$ cat config.mk
export PLATFORM = sky130hd
export DESIGN_NAME = modmul120833_feed
export DESIGN_NICKNAME = d
export VERILOG_FILES = /design/src/rtl/modmul120833_feed.sv
export SDC_FILE = /design/constraint.sdc
export NUM_CORES = 1
export LEC_CHECK = 0
export ABC_CLOCK_PERIOD_IN_PS = 18400
export CORE_MARGIN = 1
export CORE_UTILIZATION = 55
export DETAILED_ROUTE_END_ITERATION = 7
export PLACE_DENSITY = 0.74
export SLEW_MARGIN = 30
export SYNTH_ARGS = -nofsm -noshare
export SYNTH_HDL_FRONTEND = slang
export SYNTH_SLANG_ARGS = --single-unit
$ cat constraint.sdc
create_clock -name clk -period 18.4 [get_ports clk]
set_clock_uncertainty 0.05 [all_clocks]
set_input_delay 3.68 -clock clk [delete_from_list [all_inputs] [get_ports clk]]
set_output_delay 3.68 -clock clk [all_outputs]
set_load 0.1 [all_outputs]
$ cat src/rtl/modmul120833_feed.sv
// modmul120833_feed
//
// Streaming operand front-end for an external signed mod-120833 reducer.
// Operand pairs arrive over valid/ready. Each operand is folded into
// [-QH, QH], the pair is multiplied into a 33-bit signed product (mulZ ->
// reducer inZ), and the reducer's outZ (redZ) is re-aligned with a valid/last
// delay line. Results are held in an output FIFO. A credit counter stops
// intake before the FIFO could overflow, because the reducer cannot stall.
//
// Ports
//   clk        rising-edge clock
//   rst        asynchronous, active-low reset
//   in_valid   operand pair present
//   in_ready   block accepts a pair this cycle (registered state only)
//   inA, inB   17-bit signed operands
//   in_last    tag carried alongside the pair
//   mulZ       33-bit signed product, wired to the reducer's inZ
//   redZ       17-bit signed reduced value, wired from the reducer's outZ
//   out_valid  result available at the FIFO head
//   out_ready  consumer takes the head this cycle
//   outC       17-bit signed result, congruent to inA*inB mod Q, in [-QH, QH]
//   out_last   in_last of the pair that produced outC
//   err_range  sticky flag: at least one operand needed folding
module modmul120833_feed #(
  parameter int Q          = 120833,
  parameter int QH         = 60416,
  parameter int RED_LAT    = 3,
  parameter int FIFO_DEPTH = 8
) (
  input  logic               clk,
  input  logic               rst,
  input  logic               in_valid,
  output logic               in_ready,
  input  logic signed [16:0] inA,
  input  logic signed [16:0] inB,
  input  logic               in_last,
  output logic signed [32:0] mulZ,
  input  logic signed [16:0] redZ,
  output logic               out_valid,
  input  logic               out_ready,
  output logic signed [16:0] outC,
  output logic               out_last,
  output logic               err_range
);

  localparam int PTR_W = (FIFO_DEPTH > 1) ? $clog2(FIFO_DEPTH) : 1;
  localparam int CR_W  = $clog2(FIFO_DEPTH + 1);

  // 18 bits hold both the raw operand and Q without overflow.
  localparam logic signed [17:0] Q18  = 18'(Q);
  localparam logic signed [17:0] QH18 = 18'(QH);

  // ---------------------------------------------------------------------------
  // S0: combinational fold of both operands.
  // ---------------------------------------------------------------------------
  logic signed [17:0] a_wide, b_wide, a_sum, b_sum;
  logic signed [16:0] a_fold, b_fold;
  logic               a_oor, b_oor;
  logic               accept;

  always_comb begin
    // NOTE: every always_comb output gets a default first so no path can
    // leave it unassigned, which would infer a latch.
    a_wide = {inA[16], inA};
    b_wide = {inB[16], inB};
    a_sum  = a_wide;
    b_sum  = b_wide;
    a_oor  = 1'b0;
    b_oor  = 1'b0;
    if (a_wide > QH18) begin
      a_sum = a_wide - Q18;
      a_oor = 1'b1;
    end else if (a_wide < -QH18) begin
      a_sum = a_wide + Q18;
      a_oor = 1'b1;
    end
    if (b_wide > QH18) begin
      b_sum = b_wide - Q18;
      b_oor = 1'b1;
    end else if (b_wide < -QH18) begin
      b_sum = b_wide + Q18;
      b_oor = 1'b1;
    end
    // The folded value always fits in [-QH, QH], so bit 17 is redundant.
    a_fold = a_sum[16:0];
    b_fold = b_sum[16:0];
  end

  // ---------------------------------------------------------------------------
  // Credit counter: items accepted but not yet popped (pipeline + FIFO).
  // ---------------------------------------------------------------------------
  logic [CR_W-1:0] cr_q, cr_d;
  logic            pop;

  assign in_ready = (cr_q < CR_W'(FIFO_DEPTH));
  assign accept   = in_valid && in_ready;

  always_comb begin
    cr_d = cr_q;
    case ({accept, pop})
      2'b10:   cr_d = cr_q + 1'b1;
      2'b01:   cr_d = cr_q - 1'b1;
      default: cr_d = cr_q;
    endcase
  end

  // ---------------------------------------------------------------------------
  // S1 / S2 pipeline.
  // ---------------------------------------------------------------------------
  logic signed [16:0] a1_q, b1_q;
  logic               v1_q, last1_q, v2_q, last2_q;
  logic signed [32:0] mulz_q;
  logic signed [33:0] prod_full;
  logic               err_q;

  // 17x17 signed product; |product| <= 3,650,093,056 fits in 33 bits.
  assign prod_full = a1_q * b1_q;

  // NOTE: operand registers carry no reset; their contents are only
  // observed once v1_q qualifies them, so resetting them buys nothing.
  always_ff @(posedge clk) begin
    if (accept) begin
      a1_q <= a_fold;
      b1_q <= b_fold;
    end
  end

  // NOTE: sequential state is updated with non-blocking assignments so every
  // register samples the pre-edge value of the others.
  always_ff @(posedge clk or negedge rst) begin
    if (!rst) begin
      v1_q    <= 1'b0;
      last1_q <= 1'b0;
      v2_q    <= 1'b0;
      last2_q <= 1'b0;
      mulz_q  <= '0;
      cr_q    <= '0;
      err_q   <= 1'b0;
    end else begin
      v1_q    <= accept;
      last1_q <= in_last;
      v2_q    <= v1_q;
      last2_q <= last1_q;
      // Bubbles leave the product untouched.
      if (v1_q) mulz_q <= prod_full[32:0];
      cr_q    <= cr_d;
      if (accept && (a_oor || b_oor)) err_q <= 1'b1;
    end
  end

  assign mulZ      = mulz_q;
  assign err_range = err_q;

  // ---------------------------------------------------------------------------
  // Delay line: stage RED_LAT lines up with the reducer's outZ.
  // ---------------------------------------------------------------------------
  logic [RED_LAT-1:0] dv_q, dl_q;
  logic               wr;

  always_ff @(posedge clk or negedge rst) begin
    if (!rst) begin
      dv_q <= '0;
      dl_q <= '0;
    end else begin
      dv_q[0] <= v2_q;
      dl_q[0] <= last2_q;
      for (int i = 1; i < RED_LAT; i++) begin
        dv_q[i] <= dv_q[i-1];
        dl_q[i] <= dl_q[i-1];
      end
    end
  end

  // redZ is meaningless unless the tap says a real item is there.
  assign wr = dv_q[RED_LAT-1];

  // ---------------------------------------------------------------------------
  // Output FIFO.
  // ---------------------------------------------------------------------------
  logic signed [16:0] mem_c [FIFO_DEPTH];
  logic               mem_l [FIFO_DEPTH];
  logic [PTR_W-1:0]   wr_ptr_q, rd_ptr_q;
  logic [CR_W-1:0]    count_q, count_d;

  assign out_valid = (count_q != '0);
  assign pop       = out_valid && out_ready;
  // Gate the head so an empty FIFO shows zeros rather than stale data.
  assign outC      = out_valid ? mem_c[rd_ptr_q] : '0;
  assign out_last  = out_valid ? mem_l[rd_ptr_q] : 1'b0;

  function automatic logic [PTR_W-1:0] ptr_inc(input logic [PTR_W-1:0] p);
    return (p == PTR_W'(FIFO_DEPTH - 1)) ? '0 : p + 1'b1;
  endfunction

  always_comb begin
    count_d = count_q;
    case ({wr, pop})
      2'b10:   count_d = count_q + 1'b1;
      2'b01:   count_d = count_q - 1'b1;
      default: count_d = count_q;
    endcase
  end

  always_ff @(posedge clk) begin
    if (wr) begin
      mem_c[wr_ptr_q] <= redZ;
      mem_l[wr_ptr_q] <= dl_q[RED_LAT-1];
    end
  end

  always_ff @(posedge clk or negedge rst) begin
    if (!rst) begin
      wr_ptr_q <= '0;
      rd_ptr_q <= '0;
      count_q  <= '0;
    end else begin
      if (wr)  wr_ptr_q <= ptr_inc(wr_ptr_q);
      if (pop) rd_ptr_q <= ptr_inc(rd_ptr_q);
      count_q <= count_d;
    end
  end

endmodule
==> flow_summary.json <==
{
  "dr.pass1.iters": 5,
  "max_freq_mhz": 137,
  "crit_fanout": 24,
  "path_class": "register to output pin",
  "cp_top_family": "buffers and inverters",
  "post-cts-setup-buffers": 0,
  "dieWidth_microns": 195,
  "routed_wl_microns": 42300,
  "io_pins": 110,
  "rsz0062_at_grt": "false",
  "grtUsageTotal_pct": 24.1,
  "whs_endpoint": "dl_q[2]",
  "cts_resized": 0,
  "slew_headroom_pct": 31.1,
  "critPathBufInv": 2,
  "clock-root-buffer": "clkbuf_16",
  "post_dp_cell_area_sq_um": 22000,
  "holdPathStages": 0,
  "die_area_sq_um": 38000,
  "synth_cell_types": 66,
  "gp_congestion": 0.896,
  "yosysSeqAreaShare_pct": 33.2,
  "synth_nets": 2214,
  "start_kind": "register",
  "clock_latency_ns": 0.57,
  "cts_tree": "built",
  "htree_levels": 1,
  "synthArstFlopShare_pct": 24.6,
  "core_area_sq_um": 36600,
  "cp.arrival_ns": 3.56,
  "min-delay-start": "dl_q[1]",
  "synth_edf_count": 178,
  "nFillCells": 2904,
  "required_ns": 14.67,
  "vias_per_cell": 5.50,
  "rows": 70,
  "post-route-cell-area_sq_um": 22800,
  "synth-seq-cells": 236,
  "avgSynthCellArea_sq_um": 11.6,
  "dp_hpwl_microns": 31600,
  "antenna_left": 0,
  "drt-initial-drc-count": 767,
  "port-buffer-count": 109,
  "wl_per_cell_microns": 18.1,
  "slowest_stage": "clkdlybuf4s50_1",
  "grt_first_pass_wirelength_microns": 72000,
  "num_vias": 12900,
  "r2r_slack_ns": 11.53,
  "r2r-start": "b1_q[3]",
  "tightest_slew_ns": 1.03,
  "r2r_cells": 19,
  "hold_class": "register to register",
  "critical_path.cell_chain": "buf_4, mux4_2, mux2i_1, nor2_1, clkdlybuf4s50_1",
  "grt_pass1_vias": 14300,
  "worst_setup_path_end_kind": "output pin",
  "nets": 2301,
  "drcViolationCount": 0,
  "cts_buffers": 25,
  "syn_to_final_growth_pct": 11.3,
  "grt_max_degree": 59,
  "netlist_area_sq_um": 20500,
  "reg2reg_to": "mulZ[28]",
  "syn-instance-count": 1769,
  "start_util_pct": 55.9,
  "hold_violations": 0,
  "ys_warn_count": 0,
  "ctsLongestPathBuffers": 3,
  "cts_sinks": 236,
  "drv_slew": 0,
  "clkTransAtPathRegs_ns": 0.06,
  "fin_crit_ns": 7.29,
  "drive_gt1_share_pct": 7.31,
  "postLayoutCoreUtil_pct": 62.2,
  "finalSetupViolCount": 0,
  "die_h_microns": 195,
  "final.setup.tns_ns": 0,
  "synth-main-ff-cell": "edfxtp_1",
  "cp_slowest_stage_delay_ns": 0.98,
  "status": "finished, final reports clean",
  "cap_violations": 0,
  "grt_overflow": 0,
  "min_period_over_period_pct": 39.6,
  "antenna_found_initial": 1,
  "ctsHoldBuffers": 0
}
==> through the flow <==
stage	hold slack, ns	setup slack (ns)	instances
floorplan	0.281	11.62	1769
global placement	0.283	11.66	2297
detailed placement	0.285	11.57	2297
CTS	0.298	11.00	2342
global route	0.306	10.83	2343
finish	0.297	11.11	2343
==> worst max-delay path by stage <==
stage                     start  endpoint  slack, ns  cells after the start
floorplan           rd_ptr_q[0]   outC[0]      11.62                      5
detailed placement     a1_q[10]  mulZ[28]      11.57                     19
CTS                 rd_ptr_q[0]   outC[8]      11.00                      5
global placement    rd_ptr_q[0]  outC[15]      11.66                      5
finish              rd_ptr_q[0]   outC[8]      11.11                      5
global route        rd_ptr_q[0]   outC[8]      10.83                      5
==> final cells by class <==
class,instances,area (sq um),share of cell area [%]
antenna,1,2.50,0.0110
clock buffer,30,644,2.83
clock inverter,15,128,0.560
inverter,339,1270,5.59
multi-input combinational,1133,12200,53.5
sequential,236,6800,29.9
tap,468,586,2.57
timing repair buffer,121,1170,5.13
==> cell families (layout without fill, tap and decap cells) <==
family | after synthesis | count (layout) | share of synthesized area, %
and+or+nand+nor | 460 | 460 | 11.2
buffers and inverters | 400 | 505 | 7.34
adders and majority gates | 389 | 389 | 34.5
DFF | 236 | 236 | 33.2
AOI/OAI and AO/OA | 125 | 125 | 3.96
muxes | 89 | 89 | 6.74
xor gates and xnor gates | 70 | 70 | 3.00
other | 0 | 1 | 0
==> synth_stat cells, types with 5 or more instances <==
library cell	count	area, sq um
nand2_1	169	634
fa_1	292	5850
inv_1	338	1270
mux2_2	31	349
dfrtp_1	58	1450
mux4_2	36	811
and3_1	5	31.3
nor3_1	13	65.1
a31oi_1	9	56.3
ha_1	97	1210
or3_1	6	37.5
nand3_1	16	80.1
mux2i_1	22	220
edfxtp_1	178	5350
xnor2_1	49	429
nand2b_1	12	75.1
buf_1	7	26.3
xor2_1	21	184
and2_1	141	882
o21ai_0	27	135
a21oi_1	33	165
nor2_1	68	255
o21a_1	5	37.5
a21o_1	14	105
clkbuf_1	53	199
==> flip-flops by register name, summed over array words and instances, names as in the netlist, 3 cells and up <==
register  count
mem_c       136
mulZ         33
a1_q         17
b1_q         17
mem_l         8
count_q       4
cr_q          4
dl_q          3
dv_q          3
rd_ptr_q      3
wr_ptr_q      3
==> placed cells by master (no fill, tap or decap), types with 3 or more instances in the layout <==
master,Yosys,routed
a211o_1,3,3
a21o_1,14,14
dfrtp_1,58,55
and4_1,3,3
nor2_1,68,68
nand2b_1,12,12
nor2b_1,4,4
clkinv_2,0,4
and2_1,141,141
and4b_1,4,4
buf_4,0,13
and3_1,5,5
fa_1,292,292
o21a_1,5,5
clkdlybuf4s50_1,0,106
a21boi_0,3,3
o211ai_1,4,4
mux2i_1,22,22
inv_1,338,338
or2_2,3,3
a31oi_1,9,9
xor2_1,21,21
a21oi_1,33,33
or3_1,6,6
nor3_1,13,11
nand2_1,169,169
clkbuf_1,53,5
ha_1,97,97
xnor2_1,49,49
o21ai_0,27,27
nand3_1,16,16
mux4_2,36,36
mux2_2,31,31
clkbuf_16,0,25
clkinv_1,0,4
edfxtp_1,178,178
clkinv_4,0,3
==> layer usage <==
layer | wire [microns] | part of all wire (%) | global-route usage [%] | up-vias
met1 | 17700 | 42 | 31.2 | 6632
met5 | 0 | 0 | 0 | -
li1 | - | - | - | 5826
met4 | 1250 | 3.0 | 8.54 | 0
met2 | 21300 | 50 | 41.7 | 336
met3 | 2000 | 4.7 | 3.11 | 81
Power is left out: the tool's default activity adds up to more than one toggle a clock period on the data nets, which glitch-free logic cannot reach.
